### config.mk
export PLATFORM = sky130hd
export DESIGN_NAME = attn_score_collect
export DESIGN_NICKNAME = d
export VERILOG_FILES = /design/src/rtl/attn_score_collect_pkg.sv /design/src/rtl/score_align_pipe.sv /design/src/rtl/attn_score_collect.sv
export SDC_FILE = /design/constraint.sdc
export NUM_CORES = 1
export LEC_CHECK = 0
export ABC_CLOCK_PERIOD_IN_PS = 3900
export CAP_MARGIN = 0
export CORE_MARGIN = 2
export CORE_UTILIZATION = 47
export DETAILED_ROUTE_END_ITERATION = 10
export GPL_TIMING_DRIVEN = 0
export PLACE_DENSITY = 0.68
export SLEW_MARGIN = 20
export SYNTH_ARGS = -nofsm -noshare
export SYNTH_HDL_FRONTEND = slang
export SYNTH_SLANG_ARGS = --single-unit
### constraint.sdc
create_clock -name clk -period 3.9 [get_ports clk]
set_input_delay 0.585 -clock clk [delete_from_list [all_inputs] [get_ports clk]]
set_output_delay 0.585 -clock clk [all_outputs]
set_load 0.05 [all_outputs]
### src/rtl/attn_score_collect_pkg.sv
// Shared attention-datapath definitions: score type, most-negative score,
// the 1/sqrt(d) shift for a 64-wide head and the collector state encoding.
package attn_score_collect_pkg;

   localparam int SCORE_W = 16;

   typedef logic signed [SCORE_W-1:0] score_t;

   localparam score_t SCORE_MIN = 16'sh8000;

   // 1/sqrt(64) = 1/8, implemented as an arithmetic shift of log2(64)/2
   localparam int HEAD_DIM        = 64;
   localparam int SCALE_SHIFT_D64 = $clog2(HEAD_DIM) / 2;

   typedef enum logic {FILL, DRAIN} state_t;

endpackage

### src/rtl/score_align_pipe.sv
// Fixed-depth 1-bit valid delay line that tracks when an issued operation
// emerges from a fixed-latency pipeline.
module score_align_pipe #(
   parameter int LAT = 3
) (
   input  logic clk,
   input  logic reset,
   input  logic in_valid,
   output logic out_valid
);

   logic [LAT-1:0] shift_q;

   always_ff @(posedge clk or posedge reset) begin
      if (reset) begin
         shift_q <= '0;
      end else begin
         shift_q[0] <= in_valid;
         for (int i = 1; i < LAT; i++) begin
            shift_q[i] <= shift_q[i-1];
         end
      end
   end

   assign out_valid = shift_q[LAT-1];

endmodule

### src/rtl/attn_score_collect.sv
// Collects one row of Q.K scores from the dot-product stage, scales them by
// 1/sqrt(d), tracks the row maximum and streams the row to softmax.
module attn_score_collect
   import attn_score_collect_pkg::*;
#(
   parameter int DATA_W      = SCORE_W,
   parameter int NUM_KEYS    = 8,
   parameter int PIPE_LAT    = 3,
   parameter int SCALE_SHIFT = SCALE_SHIFT_D64
) (
   input  logic              clk,
   input  logic              reset,
   input  logic              issue_valid,
   output logic              issue_ready,
   input  logic [DATA_W-1:0] score_in,
   output logic              out_valid,
   input  logic              out_ready,
   output logic [DATA_W-1:0] out_score,
   output logic              out_last,
   output logic [DATA_W-1:0] out_max,
   output logic              busy
);

   localparam int CNT_W = $clog2(NUM_KEYS + 1);
   localparam int IDX_W = $clog2(NUM_KEYS);
   localparam logic [DATA_W-1:0] MOST_NEG = {SCORE_MIN[SCORE_W-1], {(DATA_W-1){1'b0}}};

   state_t                    state;
   logic [CNT_W-1:0]          iss_cnt;
   logic [CNT_W-1:0]          wr_cnt;
   logic [IDX_W-1:0]          rd_cnt;
   logic signed [DATA_W-1:0]  max_q;
   logic signed [DATA_W-1:0]  score_buf [NUM_KEYS];
   logic                      accept;
   logic                      cap_en;
   logic                      capture;
   logic                      xfer;
   logic signed [DATA_W-1:0]  scaled;

   assign issue_ready = (state == FILL) && (iss_cnt < CNT_W'(NUM_KEYS));
   assign accept      = issue_valid && issue_ready;
   assign capture     = cap_en && (state == FILL);
   assign xfer        = out_valid && out_ready;
   assign scaled      = $signed(score_in) >>> SCALE_SHIFT;

   score_align_pipe #(
      .LAT (PIPE_LAT)
   ) u_align (
      .clk       (clk),
      .reset     (reset),
      .in_valid  (accept),
      .out_valid (cap_en)
   );

   // The row ends on the transfer of the last score: counters clear and the
   // maximum reloads so the next row starts from a clean slate.
   always_ff @(posedge clk or posedge reset) begin
      if (reset) begin
         state   <= FILL;
         iss_cnt <= '0;
         wr_cnt  <= '0;
         rd_cnt  <= '0;
         max_q   <= MOST_NEG;
      end else begin
         case (state)
            FILL: begin
               if (accept) begin
                  iss_cnt <= iss_cnt + 1'b1;
               end
               if (capture) begin
                  wr_cnt <= wr_cnt + 1'b1;
                  if (scaled > max_q) begin
                     max_q <= scaled;
                  end
                  if (wr_cnt == CNT_W'(NUM_KEYS - 1)) begin
                     state  <= DRAIN;
                     rd_cnt <= '0;
                  end
               end
            end
            DRAIN: begin
               if (xfer) begin
                  if (rd_cnt == IDX_W'(NUM_KEYS - 1)) begin
                     state   <= FILL;
                     iss_cnt <= '0;
                     wr_cnt  <= '0;
                     rd_cnt  <= '0;
                     max_q   <= MOST_NEG;
                  end else begin
                     rd_cnt <= rd_cnt + 1'b1;
                  end
               end
            end
            default: state <= FILL;
         endcase
      end
   end

   always_ff @(posedge clk) begin
      if (capture) begin
         score_buf[wr_cnt[IDX_W-1:0]] <= scaled;
      end
   end

   assign out_valid = (state == DRAIN);
   assign out_score = out_valid ? score_buf[rd_cnt] : '0;
   assign out_last  = out_valid && (rd_cnt == IDX_W'(NUM_KEYS - 1));
   assign out_max   = max_q;
   assign busy      = !((state == FILL) && (iss_cnt == '0) && (wr_cnt == '0));

endmodule
==> flow_summary_export.csv, run 1 <==
group,metric,value,unit
drt,postRouteWirelength,12400,µm
cts,clk_path_buf_depth,2,
timing,fin_skew,11.2,ps
cts,cts_tree,"built",
power_and_ir_drop,p_clk_share,29.0,%
placed_design,portBuffers,51,
floorplanning,fp.dieH,114,µm
power_and_ir_drop,power_density,809,nW/µm²
setup_path,start_kind,"register",
layout,drive_gt1_share,21.5,%
power_and_ir_drop,ir_worst_vdd,476,µV
yosys,syn_inst,340,
timing,min_period,3680,ps
floorplanning,fp-row-count,40,
yosys,async_flop_share,21.8,%
timing,worstMarginPinSlew,772,ps
timing,whs,348,ps
placed_design,gp_congestion,0.780,
timing,maxSlewViolCount,0,
setup_path,cp.required,3310,ps
grt,grt_util_all_layers,20.6,%
power_and_ir_drop,sequentialPowerShare,32.9,%
floorplanning,core,11900,µm²
timing,finalSetupViolations,0,
placed_design,pre_cts_ws,84.1,ps
cts,cts_sinks,133,
yosys,seq_area_frac_synth,68.0,%
timing,rsz0062_at_grt,"false",
drt,route.detailed.drc,0,
cts,cts-htree-levels,4,
yosys,syn_avg_cell_area,16.6,µm²
timing,max_freq,0.271,GHz
floorplanning,start_util,47.7,%
outcome,status,"finished, final reports clean",
cts,cts_root_buf,"clkbuf_16",
setup_path,critPathCaptureType,"primary output",
timing,relSlewSlack,48.3,%
power_and_ir_drop,p_switching,2.04,mW
floorplanning,die_w,114,µm
yosys,syn-cell-area,5660,µm²
setup_path,crit_path_max_incr_delay,810,ps
setup_path,crit_type,"reg2out",
cts,clock_latency,420,ps
drt,drt_iter0_drc,343,
layout,final_common_cell,"edfxtp_1",
yosys,synth_nets,380,
drt,viasPerCell,5.70,
grt,grt_max_degree,30,
setup_path,critical-path-top-delay-family,"buffers and inverters",
timing,finalHoldViolCount,0,
power_and_ir_drop,combPwrFrac,38.2,%
layout,diodes,0,
drt,via_count,3301,
setup_path,worst-path-buf-inv,4,
yosys,ys_ff_latch,133,
setup_path,crit_chain,"clkbuf_1 -> clkdlybuf4s15_2 -> mux2i_1 -> nor2_1 -> buf_4 -> clkdlybuf4s50_1",
grt,first_global_vias,3277,
drt,wl_per_cell,21.4,µm
power_and_ir_drop,power.total,5.77,mW
grt,antenna_found_initial,0,
layout,mostFrequentLayoutCells,"edfxtp_1, clkdlybuf4s50_1, dfrtp_1",
cts,hold_buffers,0,
yosys,synth-main-ff-cell,"edfxtp_1",
layout,layout.nets,459,
yosys,ys_types,46,
floorplanning,io_pins,56,
yosys,synthTopCellsByArea,"edfxtp_1, dfrtp_1, mux4_2",
setup_path,cp_max_fo,10,
drt,firstDrtPassIters,4,
floorplanning,die_area,12900,µm²
yosys,synth-edff-count,104,
yosys,ys_warn_count,0,
cts,numCtsBuffers,17,
timing,tns,0,ps
setup_path,cp.arrival,3100,ps
placed_design,dp_hpwl,8160,µm
yosys,synth_top_area_cell,"edfxtp_1",
yosys,yosysTopAreaCellShare,55.2,%
power_and_ir_drop,internal_power,3.73,mW
layout,syn_to_final_growth,26.1,%
drt,ant_nets,0,
timing,fin_ws,215,ps
power_and_ir_drop,swShare,35.4,%
cts,clk_pin_slew,60,ps
setup_path,cpMaxStageDelayCell,"clkdlybuf4s50_1",
power_and_ir_drop,p_leak,2.57,nW
worst_hold_path,hold_path.class,"reg2reg",
placed_design,dp_cells,547,
timing,fin_crit_sh,94.5,%
flow_run,drv_cap,0,
grt,grt_pass1_wl,19000,µm
grt,overflow,0,
layout,fin_cells,579,
-- Yosys cell counts, types with 2 or more instances --
library cell	n
dfrtp_1	28
a311oi_1	4
nand4_1	3
mux2i_1	13
nand2_1	13
a21oi_1	10
a22o_1	11
buf_1	2
ha_1	20
nor2b_1	2
buf_6	2
and2_1	3
nor2_1	29
buf_2	4
inv_1	22
mux4_2	26
o21ai_0	2
clkbuf_1	6
nor3_1	2
edfxtp_1	104
xor2_1	2
buf_4	5
a31o_1	4
-- registers in the layout (all words and copies together), names as in the netlist --
signal,count
out_max,14
out_valid,1
rd_cnt,3
wr_cnt,4
score_buf,104
iss_cnt,4
u_align.shift_q,3
-- cells by family after synthesis --
logic type | count (synthesis) | synth area share (%)
buf+inv | 41 | 3.40
mux | 40 | 12.8
xor+xnor | 3 | 0.464
fa+ha+maj | 20 | 4.42
flops | 133 | 68.0
compound gates | 43 | 5.88
simple gates | 60 | 4.95
-- layer usage --
metal  up-vias  routed length, µm  GRT usage [%]  share of wire, %
li1       1477                  -              -                 -
met1      1685               5180           28.0                42
met2       121               6240           32.7                50
met3        18                746           6.11               6.0
met4         0                194           5.85               1.6
met5         -                  0              0                 0
-- layout make-up --
class | instances | area, µm²
multi-input cells | 166 | 1640
inverters | 22 | 82.6
fillers | 876 | 4730
plain buffers | 19 | 129
flip-flops and latches | 133 | 3850
well taps | 147 | 184
clock inverters | 9 | 153
clock buffers | 23 | 468
repair buffers | 60 | 627
-- power by group through the flow --
| stage | combinational [mW] | clock [mW] | sequential (mW) |
|---|---|---|---|
| floorplan | 1.27 | 0 | 2.15 |
| global placement | 2.13 | 0 | 1.91 |
| detailed placement | 2.20 | 0 | 1.92 |
| CTS | 2.22 | 1.69 | 1.90 |
| global route | 2.35 | 1.76 | 1.92 |
| finish | 2.20 | 1.67 | 1.90 |
-- worst paths after layout --
kind / cells past startpoint / slack (ps) / to / startpoint
hold / removal: 0 / 350 / u_align.shift_q[2]$_DFF_PP0_ / u_align.shift_q[1]$_DFF_PP0_
setup reg to reg: 10 / 1560 / out_max[9]$_DFFE_PP0P_ / rd_cnt[1]$_DFFE_PP0P_
min in group asynchronous: 2 / 560 / out_max[0]$_DFFE_PP0P_ / reset
max in group asynchronous: 2 / 2940 / out_max[6]$_DFFE_PP0P_ / reset
setup / recovery: 6 / 220 / out_score[14] / rd_cnt[2]$_DFFE_PP0P_
hold reg to reg: 0 / 350 / u_align.shift_q[2]$_DFF_PP0_ / u_align.shift_q[1]$_DFF_PP0_
-- metrics by stage --
step / area (µm²) / util [%]
CTS: 7130 / 60.1
global route: 7130 / 60.1
floorplan: 5660 / -
finish: 7130 / 60.1
detailed placement: 6490 / 54.8
global placement: 6350 / 53.6
-- timing repair --
item / CTS / global route
setup buffers: 0 / 0
gates resized for setup: 6 / 2
setup endpoints to repair: 16 / 3
cloned: 0 / 0
pin swaps: 0 / 0
Note: power is estimated with default switching activity, not from simulation.
==> run 2: changes to the inputs <==
- RECOVER_POWER: unset -> 50
==> run 2 against run 1 <==
  * Sequential share of layout area increased by 0.095 points
  * Worst setup slack gained 21 ps
  * Maximum frequency up 0.58%
  * Sequential power about the same
  * Hold slack is essentially flat
  * Critical path type unchanged
==> flow_summary_export.csv, run 2 (synthesis gave the netlist of run 1 again) <==
group,metric,value,unit
timing,whs,348,ps
power_and_ir_drop,ir_worst_vdd,474,µV
floorplanning,io_pins,56,
layout,fill_cells,879,
cts,clk_pin_slew,60,ps
grt,antenna_found_initial,0,
cts,clk_path_buf_depth,2,
layout,multi_input_area,1630,µm²
setup_path,critPathCaptureType,"primary output",
setup_path,critical-path-top-delay-family,"buffers and inverters",
timing,worstMarginPinSlew,1110,ps
drt,via_count,3304,
setup_path,cp.arrival,3080,ps
setup_path,crit_chain,"clkbuf_1 -> clkdlybuf4s15_2 -> mux2i_1 -> nor2_1 -> buf_4 -> clkdlybuf4s50_1",
cts,clock_latency,410,ps
setup_path,cp_max_fo,10,
setup_path,r2r_slack,1530,ps
drt,route.detailed.drc,0,
layout,diodes,0,
floorplanning,fp.dieH,114,µm
placed_design,gp_congestion,0.780,
cts,cts-htree-levels,4,
layout,fin_cells,579,
timing,fin_skew,11.0,ps
layout,syn_to_final_growth,25.8,%
layout,final_common_cell,"edfxtp_1",
timing,relSlewSlack,25.9,%
setup_path,crit_type,"reg2out",
worst_hold_path,worstHoldStart,"u_align.shift_q[1]$_DFF_PP0_",
timing,min_period,3660,ps
timing,rsz0062_at_grt,"false",
timing,tns,0,ps
floorplanning,die_w,114,µm
timing,fin_crit_sh,93.9,%
setup_path,cp.depth,6,
flow_run,drv_cap,0,
timing,max_freq,0.273,GHz
worst_hold_path,hold_path_end,"u_align.shift_q[2]$_DFF_PP0_",
setup_path,cpMaxStageDelayCell,"clkdlybuf4s50_1",
setup_path,cp.required,3310,ps
drt,postRouteWirelength,12400,µm
drt,firstDrtPassIters,5,
timing,maxSlewViolCount,0,
grt,overflow,0,
setup_path,start_kind,"register",
worst_hold_path,hold_path.class,"reg2reg",
drt,viasPerCell,5.71,
layout,post-route-util,60.0,%
setup_path,timing.rr.start,"rd_cnt[1]$_DFFE_PP0P_",
placed_design,portBuffers,51,
cts,numCtsBuffers,17,
worst_hold_path,min_delay_path_depth,0,
cts,cts_sinks,133,
cts,hold_buffers,0,
placed_design,dp_hpwl,8160,µm
power_and_ir_drop,power_density,809,nW/µm²
setup_path,worst-path-buf-inv,4,
grt,first_global_vias,3277,
setup_path,crit_path_max_incr_delay,810,ps
floorplanning,fp-row-count,40,
cts,cts_tree,"built",
layout,seqCellArea,3850,µm²
cts,cts_root_buf,"clkbuf_16",
drt,wl_per_cell,21.4,µm
timing,finalHoldViolCount,0,
outcome,status,"finished, final reports clean",
floorplanning,start_util,47.7,%
timing,finalSetupViolations,0,
setup_path,reg2reg_depth,10,
power_and_ir_drop,p_leak,2.57,nW
floorplanning,die_area,12900,µm²
layout,layout.nets,459,
floorplanning,core,11900,µm²
layout,mostFrequentLayoutCells,"edfxtp_1, clkdlybuf4s50_1, dfrtp_1",
layout,largest_reg_flops,104,
grt,grt_max_degree,30,
layout,drive_gt1_share,20.4,%
drt,ant_nets,0,
drt,drt_iter0_drc,325,
grt,grt_pass1_wl,19000,µm
setup_path,r2r_end,"out_max[9]$_DFFE_PP0P_",
placed_design,dp_cells,547,
grt,grt_util_all_layers,20.6,%
run 2: cell types whose count changed in the layout (fill, tap and decap cells not counted), sizes merged:
| cell | before | now |
|---|---|---|
| clkdlybuf4s50 | 51 | 37 |
| dlygate4sd3 | 0 | 14 |
run 2: worst max-delay path by stage:
stage | startpoint | end | slack, ps
final | rd_cnt[2]$_DFFE_PP0P_ | out_score[14] | 240
after global routing | rd_cnt[2]$_DFFE_PP0P_ | out_score[14] | 100
after CTS | rd_cnt[0]$_DFFE_PP0P_ | out_score[14] | 20
after detailed placement | rd_cnt[1]$_DFFE_PP0P_ | out_score[14] | 80
after global placement | rd_cnt[1]$_DFFE_PP0P_ | out_score[13] | 170
after floorplan | rd_cnt[1]$_DFFE_PP0P_ | out_score[13] | 930
run 2: repair_timing:
| action | in CTS | in global routing |
|---|---|---|
| setup buffers | 0 | 0 |
| setup endpoints to repair | 16 | 3 |
| gates resized for setup | 6 | 2 |
run 2: metrics by stage:
step | worst slack (ps) | cell area, µm² | power [mW]
after detailed placement | 84.1 | 6490 | 4.12
after global routing | 101 | 7120 | 6.02
after CTS | 23.7 | 7130 | 5.80
final | 237 | 7120 | 5.76
after global placement | 168 | 6350 | 4.05
after floorplan | 928 | 5660 | 3.42
run 2: area by class of cell:
type                            count  share of cell area, %
Tap cell                          147                   2.58
Clock inverter                      9                   2.14
Sequential cell                   133                   54.1
Inverter                           22                   1.16
Timing Repair Buffer               60                   8.80
Buffer                             19                   1.81
Clock buffer                       23                   6.57
Multi-Input combinational cell    166                   22.9
run 2: power by group:
part           internal [mW]  switching [mW]  leakage (nW)
Sequential              1.75           0.146          1.29
Combinational          0.875            1.32         0.989
Clock                   1.10           0.571         0.293
run 2: routing by layer:
layer | wire (µm) | track usage, % | vias up
li1 | - | - | 1479
met1 | 5140 | 28.0 | 1658
met2 | 6240 | 32.7 | 152
met3 | 827 | 6.11 | 15
met4 | 173 | 5.85 | 0
met5 | 0 | 0 | -
==> run 3: changes to the inputs <==
- SYNTH_HIERARCHICAL: unset -> 1
==> run 3 against run 2 <==
  * Flip-flop and latch count unchanged
  * Combinational power up 11%
  * Critical path depth up 1
  * Utilization down 0.20 points
  * Largest cell class unchanged
==> flow_summary_export.csv, run 3 <==
group,metric,value,unit
yosys,synth-edff-count,104,
yosys,ys_warn_count,6,
timing,finalHoldViolCount,0,
floorplanning,start_util,47.9,%
drt,via_count,3494,
yosys,syn-cell-area,5730,µm²
cts,cts-htree-levels,4,
setup_path,cp_max_fo,18,
yosys,synth.most_common_cell,"edfxtp_1",
worst_hold_path,hold_path.class,"reg2reg",
cts,clock_latency,410,ps
layout,layout.nets,500,
cts,clk_path_buf_depth,2,
cts,numCtsBuffers,17,
yosys,seq_area_frac_synth,67.2,%
setup_path,cp.arrival,3140,ps
power_and_ir_drop,p_clk_share,27.4,%
drt,drt_iter0_drc,231,
timing,rsz0062_at_grt,"false",
placed_design,pre_cts_ws,354,ps
timing,fin_crit_sh,95.4,%
placed_design,dp_hpwl,8360,µm
layout,largest_reg_flops,104,
drt,viasPerCell,5.64,
setup_path,crit_type,"reg2out",
layout,drive_gt1_share,18.6,%
timing,finalSetupViolations,0,
yosys,synth_nets,420,
yosys,yosysTopAreaCellShare,54.5,%
layout,mostFrequentLayoutCells,"edfxtp_1, nand2_1, clkdlybuf4s50_1",
drt,route.detailed.drc,0,
setup_path,crit_path_max_incr_delay,790,ps
timing,fin_skew,8.44,ps
cts,cts_root_buf,"clkbuf_16",
yosys,ys_ff_latch,133,
placed_design,portBuffers,52,
cts,clk_pin_slew,50,ps
layout,syn_to_final_growth,25.0,%
timing,maxSlewViolCount,0,
setup_path,cp.required,3310,ps
drt,postRouteWirelength,12600,µm
timing,whs,359,ps
floorplanning,fp.dieH,114,µm
drt,ant_nets,0,
power_and_ir_drop,power_density,836,nW/µm²
floorplanning,die_area,13100,µm²
power_and_ir_drop,sequentialPowerShare,32.1,%
power_and_ir_drop,p_leak,2.63,nW
floorplanning,die_w,114,µm
grt,grt_pass1_wl,19500,µm
timing,fin_ws,179,ps
placed_design,gp_congestion,0.841,
layout,final_common_cell,"edfxtp_1",
cts,cts_tree,"built",
grt,overflow,0,
outcome,status,"finished, final reports clean",
timing,worstMarginPinSlew,1050,ps
yosys,synth-main-ff-cell,"edfxtp_1",
grt,grt_util_all_layers,20.6,%
power_and_ir_drop,combPwrFrac,40.5,%
power_and_ir_drop,ir_worst_vdd,428,µV
timing,tns,0,ps
yosys,syn_inst,380,
cts,hold_buffers,0,
layout,diodes,0,
yosys,ys_types,39,
timing,relSlewSlack,30.1,%
setup_path,critPathCaptureType,"primary output",
grt,grt_max_degree,27,
yosys,synth_top_area_cell,"edfxtp_1",
floorplanning,io_pins,56,
floorplanning,fp-row-count,40,
yosys,async_flop_share,21.8,%
timing,min_period,3720,ps
floorplanning,core,12000,µm²
drt,firstDrtPassIters,4,
power_and_ir_drop,swShare,37.7,%
cts,cts_sinks,133,
grt,antenna_found_initial,0,
timing,max_freq,0.269,GHz
yosys,syn_avg_cell_area,15.1,µm²
power_and_ir_drop,internal_power,3.73,mW
setup_path,start_kind,"register",
grt,first_global_vias,3540,
flow_run,drv_cap,0,
power_and_ir_drop,p_switching,2.26,mW
setup_path,crit_chain,"clkbuf_4 -> clkbuf_2 -> mux4_2 -> nand2_1 -> a21oi_1 -> buf_4 -> clkdlybuf4s50_1",
yosys,synth_commonest_cells,"edfxtp_1, nand2_1, dfrtp_1",
setup_path,cpMaxStageDelayCell,"clkdlybuf4s50_1",
yosys,synthTopCellsByArea,"edfxtp_1, dfrtp_1, mux4_2",
drt,wl_per_cell,20.3,µm
## run 3: cell types whose count changed after synthesis, sizes merged, moves of 9 or more
cell   before  now
nand2      13   64
nor2       30   11
a21oi      10   24
a22o       11    2
## run 3: critical path: cells and delay by family, from the launching register on
family,cells,cell delay (ps)
flops,1,350
simple gates,1,50
mux,1,260
compound gates,1,360
buf+inv,4,1700
## run 3: area by class of cell
cell class | count | area [µm²]
fill | 909 | 4800
sequential | 133 | 3850
multi-input combinational | 201 | 1690
timing repair buffer | 63 | 616
clock buffer | 18 | 429
clock inverter | 14 | 185
tap | 147 | 184
buffer | 18 | 109
inverter | 26 | 97.6
## run 3: cell families after synthesis
family                   share of synthesized area (%)
AND/OR/NAND/NOR                                   7.76
XOR/XNOR                                         0.306
flip-flops                                        67.2
AO/OA/AOI/OAI                                     4.17
multiplexers                                      12.5
buffers and inverters                             3.65
adder cells (fa/ha/maj)                           4.37
## run 3: path summary, 6_finish.rpt
| kind | end | slack (ps) | from | cells after the start |
|---|---|---|---|---|
| worst max-delay path | out_score[13] | 180 | rd_cnt[1]$_DFFE_PP0P_ | 7 |
| worst min-delay path | u_align/shift_q[2]$_DFF_PP0_ | 360 | u_align/shift_q[1]$_DFF_PP0_ | 0 |
| worst max register to register | out_max[0]$_DFFE_PP0P_ | 1450 | rd_cnt[0]$_DFFE_PP0P_ | 8 |
| worst min register to register | u_align/shift_q[2]$_DFF_PP0_ | 360 | u_align/shift_q[1]$_DFF_PP0_ | 0 |
| max in group asynchronous | rd_cnt[1]$_DFFE_PP0P_ | 2370 | reset | 2 |
| min in group asynchronous | u_align/shift_q[1]$_DFF_PP0_ | 490 | reset | 2 |
## run 3: per-layer routing
| layer | GRT usage (%) | vias to the layer above | part of all wire (%) |
|---|---|---|---|
| met4 | 7.15 | 0 | 1.5 |
| met5 | 0 | - | 0 |
| li1 | - | 1578 | - |
| met2 | 32.9 | 115 | 50 |
| met1 | 27.7 | 1784 | 43 |
| met3 | 5.51 | 17 | 5.4 |
## run 3: repair_timing
action | 4_1_cts | 5_1_grt
endpoints found under the setup margin | 4 | 3
cloned | 0 | 0
resized for setup | 1 | 3
setup buffers | 0 | 0
## run 3: per-stage QoR
step | power, mW | instance area, µm² | util [%] | std cells
3_5_place_dp | 4.38 | 6560 | 54.8 | 590
4_1_cts | 6.04 | 7170 | 59.9 | 620
2_1_floorplan | 3.61 | 5730 | - | 380
3_3_place_gp | 4.30 | 6430 | 53.8 | 579
5_1_grt | 6.27 | 7160 | 59.8 | 620
6_report | 5.99 | 7160 | 59.8 | 620
## run 3: power groups by stage
stage | sequential, mW | clock (mW) | combinational (mW)
3_3_place_gp | 1.92 | 0 | 2.38
2_1_floorplan | 2.16 | 0 | 1.45
5_1_grt | 1.95 | 1.73 | 2.60
6_report | 1.92 | 1.64 | 2.42
4_1_cts | 1.92 | 1.66 | 2.45
3_5_place_dp | 1.93 | 0 | 2.45
